## config.mk

```make
export PLATFORM = sky130hd
export DESIGN_NAME = amber48_encoder
export DESIGN_NICKNAME = d
export VERILOG_FILES = /design/src/rtl/amber48_encoder.sv
export SDC_FILE = /design/constraint.sdc
export NUM_CORES = 1
export LEC_CHECK = 0
export ABC_CLOCK_PERIOD_IN_PS = 4600
export CAP_MARGIN = 20
export CORE_UTILIZATION = 25
export DETAILED_ROUTE_END_ITERATION = 10
export DONT_BUFFER_PORTS = 1
export PLACE_DENSITY = 0.37
export REMOVE_ABC_BUFFERS = 1
export SETUP_SLACK_MARGIN = 0.15
export SYNTH_ARGS = -nofsm -noshare
export SYNTH_HDL_FRONTEND = slang
export SYNTH_SLANG_ARGS = --single-unit
```

## constraint.sdc

```tcl
create_clock -name clk_i -period 4.6 [get_ports clk_i]
set_clock_uncertainty 0.1 [all_clocks]
set_input_delay 0.92 -clock clk_i [delete_from_list [all_inputs] [get_ports clk_i]]
set_output_delay 0.92 -clock clk_i [all_outputs]
set_load 0.01 [all_outputs]
```

## src/rtl/amber48_encoder.sv

```systemverilog
// amber48 instruction encoder: packs field-level commands into 48-bit words and
// expands the LI pseudo-op into UPPER_IMM / ADD_IMM pairs behind a registered output.
module amber48_encoder #(
  parameter int          XLEN      = 48,
  parameter logic [7:0]  OPCODE_LI = 8'hFF
) (
  input  logic            clk_i,
  input  logic            rst_i,
  input  logic            cmd_valid_i,
  output logic            cmd_ready_o,
  input  logic [7:0]      cmd_op_i,
  input  logic [3:0]      cmd_rd_i,
  input  logic [3:0]      cmd_rs1_i,
  input  logic [3:0]      cmd_rs2_i,
  input  logic [XLEN-1:0] cmd_imm_i,
  output logic            instr_valid_o,
  input  logic            instr_ready_i,
  output logic [XLEN-1:0] instr_o,
  output logic            instr_last_o,
  output logic            cmd_err_o
);

  localparam logic [7:0] OP_UPPER_IMM = 8'h00;
  localparam logic [7:0] OP_ADD_IMM   = 8'h11;

  typedef enum logic {IDLE, EMIT_LO} state_t;

  state_t          r_state, w_state_nxt;
  logic            r_valid, r_last, r_err;
  logic [XLEN-1:0] r_instr, r_pend;

  logic            w_free, w_accept, w_is_li;
  logic            w_legal, w_li_ok, w_li_two;
  logic [XLEN-1:0] w_word, w_li_first, w_li_second;
  logic [23:0]     w_h, w_l, w_hi;
  logic [15:0]     w_lo;

  function automatic logic [XLEN-1:0] f_pack(input logic [7:0] op, input logic [3:0] rd,
                                             input logic [3:0] rs1, input logic [3:0] rs2,
                                             input logic [15:0] imm16);
    return {op, imm16, rs1, rs2, rd, 12'h000};
  endfunction

  assign w_free      = !r_valid || instr_ready_i;
  assign cmd_ready_o = (r_state == IDLE) && w_free;
  assign w_accept    = cmd_valid_i && cmd_ready_o;
  assign w_is_li     = (cmd_op_i == OPCODE_LI);

  always_comb begin
    w_legal = 1'b1;
    w_word  = '0;
    case (cmd_op_i)
      8'h00: w_word = {OP_UPPER_IMM, cmd_imm_i[23:0], cmd_rd_i, 12'h000};
      8'h10, 8'h12, 8'h20, 8'h21, 8'h22, 8'h30, 8'h31:
        w_word = f_pack(cmd_op_i, cmd_rd_i, cmd_rs1_i, cmd_rs2_i, 16'h0000);
      8'h11, 8'h13, 8'h23:
        w_word = f_pack(cmd_op_i, cmd_rd_i, cmd_rs1_i, 4'h0, cmd_imm_i[15:0]);
      8'h40, 8'h41, 8'h42, 8'h43, 8'h44, 8'h45, 8'h61:
        w_word = f_pack(cmd_op_i, 4'h0, cmd_rs1_i, cmd_rs2_i, cmd_imm_i[15:0]);
      8'h46, 8'h47, 8'h48:
        w_word = f_pack(cmd_op_i, 4'h0, cmd_rs1_i, 4'h0, cmd_imm_i[15:0]);
      8'h60:
        w_word = f_pack(cmd_op_i, cmd_rd_i, cmd_rs1_i, 4'h0, cmd_imm_i[15:0]);
      8'h70, 8'h71:
        w_word = f_pack(cmd_op_i, 4'h0, 4'h0, 4'h0, cmd_imm_i[15:0]);
      8'h72:
        w_word = f_pack(cmd_op_i, 4'h0, cmd_rs1_i, 4'h0, 16'h0000);
      default: w_legal = 1'b0;
    endcase
  end

  // LO is sign-extended by ADD_IMM, so a negative LO borrows one from HI.
  always_comb begin
    w_h         = cmd_imm_i[47:24];
    w_l         = cmd_imm_i[23:0];
    w_lo        = w_l[15:0];
    w_li_ok     = 1'b1;
    w_hi        = w_h;
    if (w_l >= 24'hFF8000)     w_hi = w_h + 24'd1;
    else if (w_l >= 24'h008000) w_li_ok = 1'b0;
    w_li_two    = (w_hi != 24'd0) && (w_lo != 16'd0);
    w_li_second = f_pack(OP_ADD_IMM, cmd_rd_i, cmd_rd_i, 4'h0, w_lo);
    w_li_first  = (w_hi != 24'd0) ? {OP_UPPER_IMM, w_hi, cmd_rd_i, 12'h000}
                                  : f_pack(OP_ADD_IMM, cmd_rd_i, 4'h0, 4'h0, w_lo);
  end

  always_comb begin
    w_state_nxt = r_state;
    case (r_state)
      IDLE:    if (w_accept && w_is_li && w_li_ok && w_li_two) w_state_nxt = EMIT_LO;
      EMIT_LO: if (w_free) w_state_nxt = IDLE;
      default: w_state_nxt = IDLE;
    endcase
  end

  always_ff @(posedge clk_i or posedge rst_i) begin
    if (rst_i) r_state <= IDLE;
    else       r_state <= w_state_nxt;
  end

  always_ff @(posedge clk_i or posedge rst_i) begin
    if (rst_i) begin
      r_valid <= 1'b0;
      r_instr <= '0;
      r_last  <= 1'b0;
      r_err   <= 1'b0;
      r_pend  <= '0;
    end else begin
      r_err <= 1'b0;
      if (r_valid && instr_ready_i) r_valid <= 1'b0;
      if (r_state == EMIT_LO) begin
        if (w_free) begin
          r_valid <= 1'b1;
          r_instr <= r_pend;
          r_last  <= 1'b1;
        end
      end else if (w_accept) begin
        if (w_is_li) begin
          if (w_li_ok) begin
            r_valid <= 1'b1;
            r_instr <= w_li_first;
            r_last  <= !w_li_two;
            r_pend  <= w_li_second;
          end else begin
            r_err <= 1'b1;
          end
        end else if (w_legal) begin
          r_valid <= 1'b1;
          r_instr <= w_word;
          r_last  <= 1'b1;
        end else begin
          r_err <= 1'b1;
        end
      end
    end
  end

  assign instr_valid_o = r_valid;
  assign instr_o       = r_instr;
  assign instr_last_o  = r_last;
  assign cmd_err_o     = r_err;

endmodule

```

======== After elaboration in Yosys (flattened, before gate mapping) ========
Cells that the tools add are included.
operators by class
  add/sub/neg operators ................... 1
  magnitude comparators ................... 2
  equal/unequal tests ..................... 27
  muxes and demuxes ....................... 33
  bitwise logic cells ..................... 1
  reduce and logical (&&, ||, !) cells .... 23
operator list
  cell                   number
  $pmux 48 s7            1
  $mux 48                6
  $eq 8x7->1 const B     14
  $eq 8x6->1 const B     6
  $mux 45                1
  $eq 8x5->1 const B     4
  $reduce_or 25->1       1
  $add 24x1->24 const B  1
  $ge 24x16->1 const B   1
  $ge 24x24->1 const B   1
  $mux 24                1
  $reduce_bool 24->1     1
  $mux 1                 23
  $reduce_bool 16->1     1
  $reduce_or 7->1        2
  $eq 8x8->1 const B     1
  $logic_not 8->1        1
  $reduce_and 4->1       2
  $logic_and 1x1->1      7
  $reduce_or 4->1        1
  $ne 3x2->1 const B     1
  $reduce_bool 3->1      1
  $reduce_or 3->1        1
  $logic_not 1->1        2
  6 further kinds        6
storage, ports and cells
  bits in registers ....................... 77
  input bits .............................. 72

======== Depth between registers and ports, before layout ========
  depth after elaboration ................. 9
  depth in mapped cells ................... 11

======== Worst setup path after synthesis ========
Ideal clock, no wire load.
  path kind ............................... input port to flip-flop
  from .................................... input port cmd_op_i[0]
  to ...................................... register r_instr[24], in the netlist instr_o[24]
  arrival time ............................ 3.200 ns
  required time ........................... 4.368 ns
  setup slack ............................. 1.168 ns
  stages .................................. 10
  path buffers ............................ 2
  cells stage by stage .................... clkbuf_1 > mux2_2 > o32a_1 > nor3_1 > a211oi_1 > a211oi_2 > nand2_1 > clkbuf_1 > a221oi_1 > a21oi_1
on the way
  cells in the longest elaborated chain, start to end .. 7
  elaborated cells between the ends (all ways) .. 41
  classes of those cells .................. eq/ne (26); mux (6); reduce/logical (9)
RTL lines
  item                                           RTL line  text
  start: declaration                             11        input logic [7:0] cmd_op_i,
  $eq 8x7->1, or another cell as far along       52        case (cmd_op_i)
  $reduce_or 7->1, or another cell as far along  52
  $pmux 48 s7                                    52
  $mux 48                                        127       end else if (w_legal) begin
  $mux 48                                        118       if (w_is_li) begin
  $mux 48                                        117       end else if (w_accept) begin
  $mux 48                                        111       if (r_state == EMIT_LO) begin
  end signal: assignment                         114       r_instr <= r_pend;
  end signal: assignment                         121       r_instr <= w_li_first;
  end signal: assignment                         129       r_instr <= w_word;
  end: declaration                               30        logic [XLEN-1:0] r_instr, r_pend;
Several ways; a longest one is shown, not always the timed one. The select of a mux whose other input is x is not followed.
A chain may end at the register's enable or synchronous reset.

======== Final worst setup path ========
  from .................................... input port cmd_imm_i[24]
  to ...................................... register r_instr[31], in the netlist instr_o[31]
on the way
  cells in the longest elaborated chain, start to end .. 8
RTL lines
  item                RTL line  text
  start: declaration  15        input logic [XLEN-1:0] cmd_imm_i,
  $add 24x1->24       79        if (w_l >= 24'hFF8000) w_hi = w_h + 24'd1;
  $mux 24 (*)         79
  $reduce_bool 24->1  83        w_li_first = (w_hi != 24'd0) ? {OP_UPPER_IMM, w_hi, cmd_rd_i, 12'h000}
  $mux 45 (*)         83
  $mux 48 (*)         119       if (w_li_ok) begin
  $mux 48 (*)         118
  $mux 48 (*)         117
  $mux 48 (*)         111
Mark *: on every way between the ends. The rest lies on a longest branch, timed or not. The select of a mux whose other input is x is not followed.

==> results by group <==
Finish
  – Inserted Diodes: 0
  – Final core utilization: 29.0%
  – Fillers: 1825
  – Commonest cells after routing, fill and taps aside: dfrtp_1 (61), nor2_1 (51), nand2_1 (44), nand3_1 (23), o21ai_0 (23)
  – Synth-to-layout area growth: 12.5%
  – Nets: 563
  – Commonest non-fill, non-tap cell in the layout: dfrtp_1
  – Share of layout cells above drive strength 1: 13.1%
  – Non-Filler Instances: 715

Timing
  – RSZ-0062 raised after global routing: false
  – Tcrit/Tclk final: between 70% and 80%
  – Achievable Freq: 282 MHz
  – Setup TNS: 0 ps
  – Worst-margin pin slew: 964 ps
  – Max-slew violations: 0
  – Relative slew slack: about a third
  – Minimum clock period: 3550 ps
  – Hold Violations, Final: 0
  – Final setup vio count: 0

Global route
  – Antenna violations before repair: 0
  – Pin count of the biggest net entering global routing: 40
  – Vias in the first global route: 3834
  – GR Util All Layers: between 10% and 20%
  – Total global routing overflow: 0
  – First-pass GRT wire length: about 24000 um

Synthesis
  – Asr flop ratio synth: 100%
  – Post-synth EDFFs: 0
  – Share of the synthesized area in the top cell type: 35.5%
  – Yosys cell types: 64
  – Mapped Cells: 502
  – Synthesis-stage register bit count: 61
  – Post-synthesis cell area: 4300 sq um
  – Ys flop type: dfrtp_1
  – Synth area leaders: dfrtp_1 (35%), mux2_2 (5.8%), nor2_1 (4.5%), nand2_1 (3.8%), a221oi_1 (3.1%)
  – Register area share after synthesis: 35.5%
  – Post-synthesis area per instance: 8.57 sq um
  – Yosys top cell by area: dfrtp_1
  – Number of synthesis warnings: 0

Critical path
  – Crit end category: register
  – Crit-path max cell delay: around 530 ps
  – Slowest cell on crit path: nor4_4
  – Largest fanout on the critical path: 9
  – Cells along the critical path: ha_1 > nand3_1 > or3_1 > o31a_1 > nor4_2 > nand4b_2 > nor4_4 > buf_4 > o21ai_1 > a211oi_1
  – R2r setup slk: 2160 ps
  – Worst path bufs/invs: 1
  – WP data required: around 4700 ps
  – Cell family with most CP delay: simple AND/OR/NAND/NOR gates
  – Setup CP Type: in -> reg
  – Worst EP arrival: 3690 ps
  – Worst Setup Start Kind: primary input

Place
  – Post-DP HPWL: around 12000 um
  – PortBufs: 0
  – RD Place Congestion: around 0.84
  – DP Cell Count: 698

Floorplanning
  – Die Ht: 133 um
  – I/O pin count: 124
  – Cell Rows: 47
  – Initial Util: 25.7%
  – Core ar.: 16700 sq um
  – Die span in x: 133 um
  – Die Area: roughly 18000 sq um

CTS
  – Post-CTS Setup Bufs: 0
  – Total CTS buffers: 9
  – H-Tree Depth: 3
  – CTS tree: yes
  – Clock latency on the worst-skew pair: around 330 ps
  – Clk root buf: clkbuf_16
  – CTS resizes: 0
  – Cts hold-fix bufs: 0
  – Reg clk slew, reported paths: 50 ps
  – Clock sinks: 61
  – Deepest clock path buffer count: 2

Power
  – Clock share of power: between 40% and 50%
  – Peak VDD IR: 157 uV
  – Net Sw Power: 0.420 mW
  – Pwr dens: 338 nW/um^2
  – Part of the power in registers: 41.7%
  – Int Power: 1.21 mW
  – Post-layout power: around 1.6 mW
  – Leakage: approximately 1.9 nW
  – Comb pwr share: 10.4%
  – Switching share of total power: 25.7%

Drt
  – Via Count: 3871
  – Vias/cell: approximately 5.4
  – DRC Markers: 0
  – Routed length per placed instance: 22.4 um
  – Iteration-0 DRC Markers: 251
  – Post-DRT Antenna Nets: 0
  – DRT Wirelength: 16000 um
  – First drt pass iteration count: 6

Min path
  – Hold Path Class: reg -> reg

Outcome
  – Status: completed

Run
  – Max-cap violations: 0
[synth_stat cells, types with 3 or more instances]
| library cell | number |
|---|---|
| a211oi_1 | 6 |
| inv_1 | 7 |
| buf_2 | 11 |
| nor2_1 | 51 |
| a22o_1 | 4 |
| o21ai_1 | 7 |
| buf_4 | 12 |
| clkbuf_1 | 19 |
| nand4_1 | 14 |
| or3_1 | 8 |
| a221oi_1 | 15 |
| xor2_1 | 13 |
| nor3_1 | 17 |
| nor4_1 | 16 |
| a31oi_1 | 6 |
| o22ai_1 | 3 |
| a211o_1 | 3 |
| mux2_2 | 22 |
| nand2_1 | 44 |
| xnor2_1 | 15 |
| and3_1 | 5 |
| and4_1 | 3 |
| dfrtp_1 | 61 |
| buf_1 | 3 |
| a22oi_1 | 3 |
| nand3_1 | 23 |
| o31ai_1 | 5 |
| and2_1 | 3 |
| or2_2 | 4 |
| a21oi_1 | 18 |
| a221o_1 | 4 |
| nand2b_1 | 8 |
| o21ai_0 | 24 |
| a222oi_1 | 6 |
[worst paths after layout]
| check | depth (start not counted) | to | start |
|---|---|---|---|
| worst min register to register | 1 | r_pend[40]$_DFFE_PP0P_ | r_pend[40]$_DFFE_PP0P_ |
| worst max-delay path | 10 | instr_o[31]$_DFFE_PP0P_ | cmd_imm_i[24] |
| worst min-delay path | 1 | r_pend[40]$_DFFE_PP0P_ | r_pend[40]$_DFFE_PP0P_ |
| min in group asynchronous | 1 | instr_last_o$_DFFE_PP0P_ | rst_i |
| worst max register to register | 8 | instr_last_o$_DFFE_PP0P_ | instr_valid_o$_DFF_PP0_ |
| max in group asynchronous | 2 | instr_o[27]$_DFFE_PP0P_ | rst_i |
[per-stage QoR]
step                      hold slack (ps)  area [sq um]  setup WS, ps
after global routing                  394          4840           770
after detailed placement              360          4470           680
after floorplan                       340          4090           608
after CTS                             374          4810          1020
final                                 368          4840          1050
after global placement                354          4470           665
[power groups by stage]
stage	logic, mW	clock network (mW)	registers, mW
floorplan	0.129	0	0.670
global placement	0.167	0	0.693
detailed placement	0.168	0	0.694
CTS	0.169	0.799	0.684
global route	0.192	0.819	0.689
finish	0.170	0.783	0.681
[flip-flops by register name (all words and copies together) (netlist names)]
register       flops
r_state            1
instr_last_o       1
cmd_err_o          1
r_pend            21
instr_o           36
instr_valid_o      1
[final cells by class]
class                   instances  area [sq um]  area share [%]
multi-input cells             398          2550            52.7
clock buffers                  12           246            5.09
inverters                       7          26.3           0.543
clock inverters                 4          95.1            1.97
well taps                     220           275            5.69
repair buffers                 13           118            2.43
flip-flops and latches         61          1530            31.5
[routing by layer]
metal	wire length [um]	GRT usage, %
met1	7250	24.4
met2	7260	28.3
met3	1260	4.83
met4	227	5.93
met5	0	0
[logic make-up after synthesis]
family	after synthesis	synth area share, %
compound gates	124	20.7
xor+xnor	28	5.70
mux	24	6.23
simple gates	209	25.0
flops	61	35.5
fa+ha+maj	1	0.291
other cells	1	0.0872
buf+inv	54	6.43
(Power assumes the default switching activity.)
